$ cat config.mk
export PLATFORM = sky130hd
export DESIGN_NAME = rf_write_arbiter_flat
export DESIGN_NICKNAME = d
export VERILOG_FILES = /design/src/rtl/rf_write_arbiter_pkg.sv /design/src/rtl/rf_write_arbiter_if.sv /design/src/rtl/rf_write_arbiter_rr.sv /design/src/rtl/rf_write_arbiter.sv /design/src/flat_wrapper.sv
export SDC_FILE = /design/constraint.sdc
export NUM_CORES = 1
export LEC_CHECK = 0
export CAP_MARGIN = 25
export CORE_MARGIN = 2
export CORE_UTILIZATION = 30
export CTS_BUF_LIST = sky130_fd_sc_hd__clkbuf_4
export CTS_CLUSTER_SIZE = 25
export DETAILED_ROUTE_END_ITERATION = 10
export GPL_ROUTABILITY_DRIVEN = 0
export REMOVE_ABC_BUFFERS = 1
export SETUP_SLACK_MARGIN = 0.4
export SYNTH_ARGS = -nofsm -noshare
export SYNTH_HDL_FRONTEND = slang
export SYNTH_SLANG_ARGS = --single-unit
$ cat constraint.sdc
create_clock -name clk -period 2.1 [get_ports clk]
set_input_delay 0.42 -clock clk [delete_from_list [all_inputs] [get_ports clk]]
set_output_delay 0.42 -clock clk [all_outputs]
set_load 0.02 [all_outputs]
$ cat src/rtl/rf_write_arbiter_pkg.sv
// Shared constants and types for the register-file write arbiter.
// Defines the default sizes, requester indices and the round-robin pointer encoding.
package rf_write_arbiter_pkg;

    localparam int WORD_LEN_DEF  = 32;
    localparam int REG_COUNT_DEF = 16;

    // A single-register file still needs a 1-bit index.
    function automatic int addr_width(input int reg_count);
        return (reg_count > 1) ? $clog2(reg_count) : 1;
    endfunction

    localparam int ADDR_W_DEF = addr_width(REG_COUNT_DEF);

    localparam int REQ_WB  = 0;
    localparam int REQ_MEM = 1;

    typedef enum logic {
        PTR_WB  = 1'b0,
        PTR_MEM = 1'b1
    } ptr_e;

endpackage

$ cat src/rtl/rf_write_arbiter_if.sv
// Valid/ready write channels of the two register-file writers.
// master = requester side, slave = arbiter side.
interface rf_write_arbiter_if
    import rf_write_arbiter_pkg::*;
#(
    parameter int WORD_LEN = WORD_LEN_DEF,
    parameter int ADDR_W   = ADDR_W_DEF
);

    logic                req0_valid;
    logic [ADDR_W-1:0]   req0_addr;
    logic [WORD_LEN-1:0] req0_data;
    logic                req0_ready;

    logic                req1_valid;
    logic [ADDR_W-1:0]   req1_addr;
    logic [WORD_LEN-1:0] req1_data;
    logic                req1_ready;

    modport master (
        output req0_valid, req0_addr, req0_data,
        input  req0_ready,
        output req1_valid, req1_addr, req1_data,
        input  req1_ready
    );

    modport slave (
        input  req0_valid, req0_addr, req0_data,
        output req0_ready,
        input  req1_valid, req1_addr, req1_data,
        output req1_ready
    );

endinterface

$ cat src/rtl/rf_write_arbiter_rr.sv
// Two-input round-robin grant: combinational grant, registered priority pointer.
// The pointer always moves to the requester that was not served.
module rr_arbiter2
    import rf_write_arbiter_pkg::*;
(
    input  logic       clk,
    input  logic       rst,
    input  logic [1:0] i_valid,
    input  logic       i_stall,
    output logic [1:0] o_grant
);

    ptr_e       r_ptr;
    ptr_e       w_ptr_next;
    logic [1:0] w_grant;

    always_comb begin
        w_grant    = 2'b00;
        w_ptr_next = r_ptr;
        if (!rst && !i_stall) begin
            case (i_valid)
                2'b01:   w_grant = 2'b01;
                2'b10:   w_grant = 2'b10;
                2'b11:   w_grant = (r_ptr == PTR_MEM) ? 2'b10 : 2'b01;
                default: w_grant = 2'b00;
            endcase
            if (w_grant[REQ_WB]) begin
                w_ptr_next = PTR_MEM;
            end else if (w_grant[REQ_MEM]) begin
                w_ptr_next = PTR_WB;
            end
        end
    end

    always_ff @(posedge clk) begin
        if (rst) begin
            r_ptr <= PTR_WB;
        end else begin
            r_ptr <= w_ptr_next;
        end
    end

    assign o_grant = w_grant;

endmodule

$ cat src/rtl/rf_write_arbiter.sv
// Arbitrates the writeback and memory-unit writers onto the single register-file
// write port, with a one-cycle output register and per-register pending flags.
module rf_write_arbiter
    import rf_write_arbiter_pkg::*;
#(
    parameter  int WORD_LEN  = WORD_LEN_DEF,
    parameter  int REG_COUNT = REG_COUNT_DEF,
    localparam int ADDR_W    = addr_width(REG_COUNT)
)(
    input  logic                 clk,
    input  logic                 rst,
    rf_write_arbiter_if.slave    req,
    input  logic                 rf_stall,
    output logic                 rf_we,
    output logic [ADDR_W-1:0]    rf_waddr,
    output logic [WORD_LEN-1:0]  rf_wdata,
    output logic [REG_COUNT-1:0] pending,
    output logic                 last_grant
);

    logic [1:0]          w_valid;
    logic [1:0]          w_grant;
    logic                w_xfer;
    logic                w_sel;
    logic                w_write;
    logic [ADDR_W-1:0]   w_addr;
    logic [WORD_LEN-1:0] w_data;

    logic                r_we;
    logic [ADDR_W-1:0]   r_waddr;
    logic [WORD_LEN-1:0] r_wdata;
    logic                r_last_grant;
    logic [REG_COUNT-1:0] r_pending;

    assign w_valid[REQ_WB]  = req.req0_valid;
    assign w_valid[REQ_MEM] = req.req1_valid;

    rr_arbiter2 u_arb (
        .clk     (clk),
        .rst     (rst),
        .i_valid (w_valid),
        .i_stall (rf_stall),
        .o_grant (w_grant)
    );

    assign req.req0_ready = w_grant[REQ_WB];
    assign req.req1_ready = w_grant[REQ_MEM];

    // A grant is only ever issued to a valid requester, so any grant is a transfer.
    assign w_xfer  = |w_grant;
    assign w_sel   = w_grant[REQ_MEM];
    assign w_addr  = w_sel ? req.req1_addr : req.req0_addr;
    assign w_data  = w_sel ? req.req1_data : req.req0_data;
    assign w_write = w_xfer && (w_addr != '0);

    always_ff @(posedge clk) begin
        if (rst) begin
            r_we         <= 1'b0;
            r_waddr      <= '0;
            r_wdata      <= '0;
            r_last_grant <= 1'b0;
        end else begin
            r_we <= w_write;
            if (w_write) begin
                r_waddr <= w_addr;
                r_wdata <= w_data;
            end
            if (w_xfer) begin
                r_last_grant <= w_sel;
            end
        end
    end

    // A new acceptance to the same register outranks the clear of the one being presented.
    generate
        for (genvar gi = 0; gi < REG_COUNT; gi++) begin : g_pending
            logic w_set;
            logic w_clr;
            logic r_bit;

            assign w_set = w_write && (w_addr == ADDR_W'(gi));
            assign w_clr = r_we && (r_waddr == ADDR_W'(gi));

            always_ff @(posedge clk) begin
                if (rst) begin
                    r_bit <= 1'b0;
                end else if (w_set) begin
                    r_bit <= 1'b1;
                end else if (w_clr) begin
                    r_bit <= 1'b0;
                end
            end

            assign r_pending[gi] = r_bit;
        end
    endgenerate

    assign rf_we      = r_we;
    assign rf_waddr   = r_waddr;
    assign rf_wdata   = r_wdata;
    assign pending    = r_pending;
    assign last_grant = r_last_grant;

endmodule

$ cat src/flat_wrapper.sv
// flat-port wrapper written by rule: the top's interface ports become plain ports
module rf_write_arbiter_flat import rf_write_arbiter_pkg::*;
#(
    parameter  int WORD_LEN  = WORD_LEN_DEF,
    parameter  int REG_COUNT = REG_COUNT_DEF,
    localparam int ADDR_W    = addr_width(REG_COUNT)
)
  (clk, rst, rf_stall, rf_we, rf_waddr, rf_wdata, pending, last_grant, req_req0_valid, req_req0_addr, req_req0_data, req_req0_ready, req_req1_valid, req_req1_addr, req_req1_data, req_req1_ready);
  rf_write_arbiter_if #(.WORD_LEN(WORD_LEN), .ADDR_W((4))) req_i ();
  input  logic clk;
  input  logic rst;
  input  logic rf_stall;
  output logic rf_we;
  output logic [ADDR_W-1:0] rf_waddr;
  output logic [WORD_LEN-1:0] rf_wdata;
  output logic [REG_COUNT-1:0] pending;
  output logic last_grant;
  input wire logic [$bits(req_i.req0_valid)-1:0] req_req0_valid;
  input wire logic [$bits(req_i.req0_addr)-1:0] req_req0_addr;
  input wire logic [$bits(req_i.req0_data)-1:0] req_req0_data;
  output wire logic [$bits(req_i.req0_ready)-1:0] req_req0_ready;
  input wire logic [$bits(req_i.req1_valid)-1:0] req_req1_valid;
  input wire logic [$bits(req_i.req1_addr)-1:0] req_req1_addr;
  input wire logic [$bits(req_i.req1_data)-1:0] req_req1_data;
  output wire logic [$bits(req_i.req1_ready)-1:0] req_req1_ready;
  assign req_i.req0_valid = req_req0_valid;
  assign req_i.req0_addr = req_req0_addr;
  assign req_i.req0_data = req_req0_data;
  assign req_req0_ready = req_i.req0_ready;
  assign req_i.req1_valid = req_req1_valid;
  assign req_i.req1_addr = req_req1_addr;
  assign req_i.req1_data = req_req1_data;
  assign req_req1_ready = req_i.req1_ready;
  rf_write_arbiter #(.WORD_LEN(WORD_LEN), .REG_COUNT(REG_COUNT)) u_core (.clk(clk), .rst(rst), .req(req_i), .rf_stall(rf_stall), .rf_we(rf_we), .rf_waddr(rf_waddr), .rf_wdata(rf_wdata), .pending(pending), .last_grant(last_grant));
endmodule
# Word-level counts from Yosys, hierarchy flattened

Cells that the tools add are included.
W data, S select, Z words.

Flip-flop bits (word level): 55
Bits of input ports: 77
Output and inout bits: 56
Logic and storage cells: 152

Equality and inequality tests: 33
Muxes and demuxes: 40
Reduce and logical (&&, ||, !) cells: 58

Operators with widths:

| cell                 | count |
|---|---|
| $eq A4 B4 Y1 const B | 16 |
| $logic_and A1 B1 Y1  | 34 |
| $mux W1              | 34 |
| $reduce_bool A2 Y1   | 17 |
| $eq A4 B3 Y1 const B | 8 |
| $mux W32             | 1 |
| $eq A4 B2 Y1 const B | 4 |
| $eq A4 B1 Y1 const B | 2 |
| $logic_not A4 Y1     | 2 |
| $mux W2              | 3 |
| $pmux W2 S3          | 1 |
| $eq A2 B2 Y1 const B | 2 |
| $mux W4              | 1 |
| $reduce_bool A4 Y1   | 1 |
| $eq A2 B1 Y1 const B | 1 |
| $logic_not A1 Y1     | 2 |
| $reduce_and A2 Y1    | 1 |
| $reduce_or A2 Y1     | 1 |

# Logic depth before layout (Yosys ltp)

Gate-level depths: netlist (run 1).

Depth after elaboration: 9
Mapped depth: 8
Gate-level depth less buffers: 5

# By module

A second synthesis (run 1) with hierarchy kept.

Cell total of the unflattened synthesis: 364
Area, all modules: 2735.1 sq um

Modules (own cells, without submodules):

| module           | instances | cells each | area an instance (sq um) | sequential area each (sq um) |
|---|---|---|---|---|
| rf_write_arbiter | 1         | 355        | 2652.5                   | 1081.0 |
| rr_arbiter2      | 1         | 9          | 82.6                     | 20.0 |

# Worst setup path after synthesis (run 1)

OpenSTA, ideal clock, no wires.

Kind: input port to flip-flop
Start: input req_req1_addr[0]
End: register u_core.r_wdata[14], in the netlist u_core.rf_wdata[14]
Setup time: 0.141 ns
Arrival: 1.688 ns
Data required time: 1.959 ns
Setup slack: 0.271 ns
Stages on the path: 7
Path buffers: 3
Cells stage by stage: buf_6 -> or4_4 -> and4_4 -> buf_6 -> buf_6 -> nor3_2 -> a311oi_2

Word-level cells in the longest chain between the ends: 3

Ends and longest elaborated chain:

| what                 | RTL line               | text |
|---|---|---|
| start, declared      | flat_wrapper.sv:23     | `input wire logic [$bits(req_i.req1_addr)-1:0] req_req1_addr;` |
| $mux W4              | rf_write_arbiter.sv:52 | `assign w_addr = w_sel ? req.req1_addr : req.req0_addr;` |
| $reduce_bool A4 Y1   | rf_write_arbiter.sv:54 | `assign w_write = w_xfer && (w_addr != '0);` |
| $logic_and A1 B1 Y1  | rf_write_arbiter.sv:54 |  |
| end signal, assigned | rf_write_arbiter.sv:66 | `r_wdata <= w_data;` |
| end, declared        | rf_write_arbiter.sv:31 | `logic [WORD_LEN-1:0] r_wdata;` |

No other way between the ends.
A chain may end at the register's enable or synchronous reset.

# Final worst setup path (run 1)

Start: input req_req0_addr[1]
End: register u_core.r_wdata[26], in the netlist u_core.rf_wdata[26]

Word-level cells in the longest chain between the ends: 3

Ends and longest elaborated chain:

| what                | RTL line               | text |
|---|---|---|
| start, declared     | flat_wrapper.sv:19     | `input wire logic [$bits(req_i.req0_addr)-1:0] req_req0_addr;` |
| $mux W4             | rf_write_arbiter.sv:52 |  |
| $reduce_bool A4 Y1  | rf_write_arbiter.sv:54 |  |
| $logic_and A1 B1 Y1 | rf_write_arbiter.sv:54 |  |

No other way between the ends.

==> results of run 1 <==
[stage by stage]
stage,hold WS (ns),util,cells,setup slack [ns],setup TNS [ns]
6_report,0.360,0.482,650,0.414,0
5_1_grt,0.352,0.482,650,0.380,0
4_1_cts,0.348,0.474,647,0.347,0
3_5_place_dp,0.469,0.439,624,-0.341,-8.97
3_3_place_gp,0.464,0.439,624,-0.306,-7.11
2_1_floorplan,0.488,-,319,-0.110,-2.69
[kinds of logic (layout without fill, tap and decap cells)]
family / count (synthesis) / after routing
compound gates: 95 / 95
other cells: 0 / 1
buf+inv: 53 / 194
simple gates: 160 / 163
mux: 2 / 2
flops: 55 / 55
[cell type report]
type / count / area, sq um / area share
inverters: 7 / 31.3 / 0.00607
repair buffers: 180 / 1790 / 0.347
flip-flops and latches: 55 / 1110 / 0.215
diodes: 1 / 2.50 / 0.000486
multi-input cells: 260 / 1970 / 0.382
well taps: 140 / 175 / 0.0340
clock buffers: 6 / 45.0 / 0.00874
clock inverters: 1 / 30.0 / 0.00583
[layer usage]
metal,GRT usage,vias up
li1,-,1630
met1,0.264,1650
met2,0.336,124
met3,0.0332,10
met4,0.0604,0
met5,0,-
[flip-flops by register name (all words and copies together) (netlist names)]
name	count
u_core.last_grant	1
u_core.g_pending.r_bit	16
u_core.u_arb.r_ptr	1
u_core.rf_we	1
u_core.rf_wdata	32
u_core.rf_waddr	4
[worst max-delay path: cells and delay by family]
family,cells,cell delay [ns]
AND/OR/NAND/NOR,2,0.68
AO/OA/AOI/OAI,2,0.36
buffers and inverters,3,0.52
[power breakdown]
part	leakage [uW]	total, uW	switching [uW]	internal (uW)
Sequential	0.000451	1150	50.8	1100
Clock	0.0000417	604	345	259
Combinational	0.00162	789	381	408
[worst max path at each step]
stage	end	slack [ns]	cells after the start
detailed placement	req_req0_ready	-0.34	4
global placement	req_req0_ready	-0.31	4
finish	u_core.rf_wdata[26]	0.41	7
floorplan	u_core.rf_wdata[3]	-0.11	4
CTS	u_core.rf_wdata[22]	0.35	8
global route	u_core.rf_wdata[0]	0.38	7
[cells in the final DEF (no fill, tap or decap), types with 5 or more instances in the layout]
master,instances
nor2b_1,9
o21ai_0,17
nand2_1,72
o211ai_1,7
buf_4,32
nand3_1,11
dlygate4sd2_1,60
nand2b_1,7
o31ai_1,5
nor3_4,12
a311oi_2,15
buf_6,8
a311oi_1,17
dfxtp_1,52
buf_16,6
clkdlybuf4s50_1,64
a21oi_1,10
nor3_2,19
clkbuf_4,6
[repair_timing]
item / CTS / global route
pin swaps: 18 / 14
setup endpoints to repair: 107 / 36
gates cloned: 8 / 1
setup buffers: 8 / 1
resized for setup: 107 / 20
==> results.md, run 1 <==
- Root buffer cell: clkbuf_4
- Critical path startpoint category: input port
- CTS hold repair buffers: 0
- DR WL/cell: 18.1 um
- DRT antenna net count: 0
- Site Rows: 38
- Peak VDD IR: 367 uV
- Drt total wl: 11700 um
- Pins over their slew limit: 0
- Tot GR Track Use: 0.200
- DRT iter0 DRCs: 185
- Finished Cell Area: 0.00515 sq mm
- Post-placement cell area: 0.00469 sq mm
- # setup viols final: 0
- Routed length on met2: 5730 um
- Number of synthesis warnings: 0
- CTS Buf Count: 5
- Hold path cells: 3
- Met3 routed WL: 588 um
- Post-synthesis mux area share: 0.00616
- Max stage delay cell, worst path: or4_4
- Critical Path AT: 1.98 ns
- Synth Area in Adders: 0
- Worst Path Required: 2.39 ns
- Flop-to-flop setup slack: 0.52 ns
- # DRC: 0
- Outcome: completed
- Hold Path End: u_core.u_arb.r_ptr
- Number of buffers added on ports: 132
- Worst-Skew Late Latency: 0.38 ns
- Slew HR: 0.586
- GRT overflow: 0
- Synth Instances: 365
- Largest net degree at the start of global routing: 45
- Commonest register cell after synthesis: dfxtp_1
- Critical path type: in -> reg
- P&R area growth vs syn: 58.5%
- Router iterations before antenna repair: 4
- Top Metal Used: met4
- Layout Nets: 586
- M1 WL: 5270 um
- Core area: 0.0107 sq mm
- Vias after detailed routing: 3414
- Synth area leaders: dfxtp_1 34%, nor3_2 8.6%, nand2_1 8.3%, a311oi_2 6.5%, a311oi_1 5.1%
- Tightest Pin Transition: 0.621 ns
- Fin. Hold Viols: 0
- CTS tree: done
- RSZ-0062 raised after global routing: true
- Max-cap violation count: 0
- Distinct cell type count of the synthesized netlist: 49
- Max clock buf depth: 2
- Fin crit share: 0.803
- Worst-path clk slew: 0.16 ns
- Initial Util: 0.304
- Area share of the largest cell type after synthesis: 0.339
- FFs w/ async S/R, synth: 0
- Power per standard cell area: 494 mW/mm^2
- #FFs+latches synth: 55
- Syn Std Cell Area: 0.00325 sq mm
- Vias per cell: 5.25
- Die W: 108 um
- Fmax: 593 MHz
- Fraction of layout cells with a size suffix above 1: 0.263
- Worst setup EP type: flop
- Avg Inst Size Synth: 8.91 sq um
- RR Endpoint: u_core.rf_wdata[2]
- Fillers: 1081
- Cell leakage power: 0.00211 uW
- CP max stage delay: 0.54 ns
- Vias in the first global route: 3462
- Initial antenna violation count: 1
- H-tree levels: 2
- Dpl hpwl: 7290 um
- Sink Count: 55
- Simple-Gate Fraction of Synth Area: 0.303
- Worst Hold Class: in -> reg
- Tot Pwr: 2550 uW
- EDFF count, synth: 0
- Global-route wire length before repair: 18500 um
- Critical Path Fanout Max: 7
- Die Area: 0.0117 sq mm
- CP startpoint: req_req0_addr[1]
- Most common cell in the synthesized netlist: nand2_1
- Die Span Y: 108 um
- Register area share after synthesis: 0.339
- R2R depth: 6
- Main combinational cell family by area after synthesis: simple AND/OR/NAND/NOR gates
- Tmin final: 1.69 ns
- Hold path startpoint: rst
- Xor and xnor fraction of the mapped netlist area: 0
- IO Pins: 133
- Top cells by count, synth: 72 x nand2_1, 55 x dfxtp_1, 28 x nor3_2
- R2R Path Start: u_core.u_arb.r_ptr
- Synth Area in Compound Gates: 0.245
- Clk_skew: 0.00841 ns
- Area leader, netlist: dfxtp_1
- Critical-path cell list: clkdlybuf4s15_1, or4_4, buf_4, o2111ai_4, nand2_8, buf_12, a311oi_1
Note: power is estimated with default switching activity, not from simulation.
==> inputs of run 2 (changes only) <==
==> constraint.sdc (replaced) <==
create_clock -name clk -period 1.4 [get_ports clk]
set_input_delay 0.28 -clock clk [delete_from_list [all_inputs] [get_ports clk]]
set_output_delay 0.28 -clock clk [all_outputs]
set_load 0.02 [all_outputs]
==> run 2 against run 1 <==
  * The flow now finishes with violations (setup timing)
  * Worst setup slack lost 0.53 ns
  * Combinational power grew 120%
  * Clock power grew 51%
  * Flip-flop and latch count is the same
  * Largest power group unchanged
  * Power grew 72%
  * Cell count grew 12%
  * Critical path type is now reg -> out
  * Cell area grew 28%
  * First-iteration DRC count grew 9.2%
  * Critical endpoint is now req_req0_ready
  * Die area is the same
  * Global-route usage grew 1.3 points
  * Register-to-register slack lost 0.60 ns
==> results.md, run 2 (same netlist as run 1, synthesis figures left out) <==
- Fin. Hold Viols: 0 (unchanged)
- Tmin final: 1.51 ns
- Outcome: complete, but fails checks
- Hold Path End: u_core.g_pending[12].r_bit
- Clk_skew: 0.0167 ns (+0.00831 ns)
- Post-layout util: 0.618 (+0.137)
- Largest net degree at the start of global routing: 37 (-18%)
- Layout Nets: 662 (+13%)
- Place WS: -0.794 ns (-0.453 ns)
- Max stage delay cell, worst path: dfxtp_4
- Worst setup EP type: output pin
- CTS Buf Count: 5 (unchanged)
- Setup TNS: -2.02 ns (-2.02 ns)
- R2R depth: 7 (+1)
- Root buffer cell: clkbuf_4
- Drt total wl: 13000 um (+11%)
- Finished Cell Area: 0.00662 sq mm (+28%)
- Max reg flops: 32 (unchanged)
- Worst-path clk slew: 0.18 ns (+0.02 ns)
- Global-route wire length before repair: 19500 um (+5.3%)
- Post-placement cell area: 0.00481 sq mm (+2.5%)
- P&R area growth vs syn: 104%
- Max-cap violation count: 0 (unchanged)
- Core area: 0.0107 sq mm (unchanged)
- Router iterations before antenna repair: 4 (unchanged)
- Max clock buf depth: 2 (unchanged)
- Hold path cells: 3 (unchanged)
- Pins over their slew limit: 0 (unchanged)
- Tot Pwr: 4390 uW (+72%)
- Site Rows: 38 (unchanged)
- H-tree levels: 2 (unchanged)
- CTS hold repair buffers: 0 (unchanged)
- Worst-Skew Late Latency: 0.39 ns (about the same)
- Critical path startpoint category: flop
- Slew HR: 0.609 (+0.0227)
- Fmax: 662 MHz
- Die Area: 0.0117 sq mm (unchanged)
- Peak VDD IR: 433 uV (+18%)
- DR WL/cell: 17.9 um (-0.71%)
- Sink Count: 55 (unchanged)
- Critical Path Fanout Max: 4 (-3)
- Tightest Pin Transition: 0.583 ns (-0.0380 ns)
- Number of buffers added on ports: 132 (unchanged)
- CTS tree: done
- Initial Util: 0.304 (unchanged)
- Commonest non-fill, non-tap cell in the layout: buf_6
- Final WS setup: -0.111 ns (-0.525 ns)
- DRT iter0 DRCs: 202 (+9.2%)
- DRT antenna net count: 0 (unchanged)
- Vias in the first global route: 3846 (+11%)
- Worst Path Required: 1.12 ns (-1.27 ns)
- Most frequent cells in the layout: 82 x buf_6, 77 x buf_4, 68 x nand2_1, 64 x clkdlybuf4s50_1, 49 x dfxtp_2
- Critical path type: reg -> out
- # setup viols final: 45 (+45)
- Vias per cell: 5.17 (-1.5%)
- Violations in the final reports: setup timing
- R2R Path Start: u_core.u_arb.r_ptr
- Fin crit share: 1.08
- IO Pins: 133 (unchanged)
- GRT overflow: 0 (unchanged)
- Initial antenna violation count: 1 (unchanged)
- Hold path startpoint: req_req1_addr[1]
- Critical-path cell list: buf_6, a211oi_2, buf_4
- Die Span Y: 108 um (unchanged)
- Worst Hold Class: in -> reg
- Fraction of layout cells with a size suffix above 1: 0.628 (+0.365)
- Critical Path AT: 1.23 ns (-0.75 ns)
- Vias after detailed routing: 3760 (+10%)
- RSZ-0062 raised after global routing: true
- Flop-to-flop setup slack: -0.08 ns (-0.60 ns)
- Tot GR Track Use: 0.213 (+0.0127)
- RR Endpoint: u_core.rf_wdata[1]
- Cell leakage power: 0.00263 uW (+25%)
- Die W: 108 um (unchanged)
- # DRC: 0 (unchanged)
- Dpl hpwl: 7550 um (+3.5%)
- Power per standard cell area: 663 mW/mm^2 (+34%)
- CP max stage delay: 0.40 ns (-0.14 ns)
## run 2: metal layers
layer,wire (um),track usage,vias to the layer above,part of all wire
met1,5290,0.265,1824,0.41
met4,346,0.0778,0,0.027
met2,6840,0.377,125,0.52
met5,0,0,-,0
li1,-,-,1786,-
met3,564,0.0253,25,0.043
## run 2: worst max-delay path, delay by kind of cell (launching register included)
kind,cells,cell delay [ns]
buffers and inverters,2,0.28
AOI/OAI and AO/OA,1,0.17
DFF,1,0.40
## run 2: stage by stage
step,hold WS [ns],instances
after floorplan,0.348,319
after global placement,0.463,636
after detailed placement,0.472,636
after CTS,0.325,715
after global routing,0.361,727
final,0.361,727
## run 2: final cells by class
type                            instances  area (sq um)
Timing Repair Buffer                  258          2770
Inverter                                7          31.3
Tap cell                              140           175
Clock inverter                          3          38.8
Fill cell                             879          4080
Antenna cell                            1          2.50
Multi-Input combinational cell        258          2380
Sequential cell                        55          1180
Clock buffer                            5          37.5
## run 2: what timing repair did
| item | CTS | global route |
|---|---|---|
| gates resized for setup | 544 | 39 |
| setup endpoints to repair | 110 | 110 |
| gates cloned | 10 | 1 |
| pin swaps | 93 | 22 |
| setup buffers | 61 | 10 |
| hold endpoints to repair | 0 | 0 |
## run 2: worst max-delay path by stage
stage / slack, ns / end / cells past startpoint / startpoint
6_report: -0.11 / req_req0_ready / 3 / u_core.u_arb.r_ptr
5_1_grt: -0.14 / req_req0_ready / 3 / u_core.u_arb.r_ptr
4_1_cts: -0.11 / req_req0_ready / 3 / u_core.u_arb.r_ptr
3_5_place_dp: -0.79 / u_core.g_pending[9].r_bit / 6 / rf_stall
3_3_place_gp: -0.74 / req_req0_ready / 4 / rf_stall
2_1_floorplan: -0.67 / u_core.rf_wdata[3] / 4 / rf_stall
## run 2: power breakdown
group | internal (uW) | total [uW] | switching, uW
sequential | 1670 | 1740 | 75.3
combinational | 981 | 1730 | 747
clock | 369 | 915 | 546
==> inputs of run 3 (changes only) <==
--- a/config.mk
+++ b/config.mk
@@ -14,6 +14,7 @@
 export GPL_ROUTABILITY_DRIVEN = 0
 export REMOVE_ABC_BUFFERS = 1
 export SETUP_SLACK_MARGIN = 0.4
+export SLEW_MARGIN = 20
 export SYNTH_ARGS = -nofsm -noshare
 export SYNTH_HDL_FRONTEND = slang
 export SYNTH_SLANG_ARGS = --single-unit
==> results of run 3 <==
Final layout, timing and power as in run 2 (identical DEF).
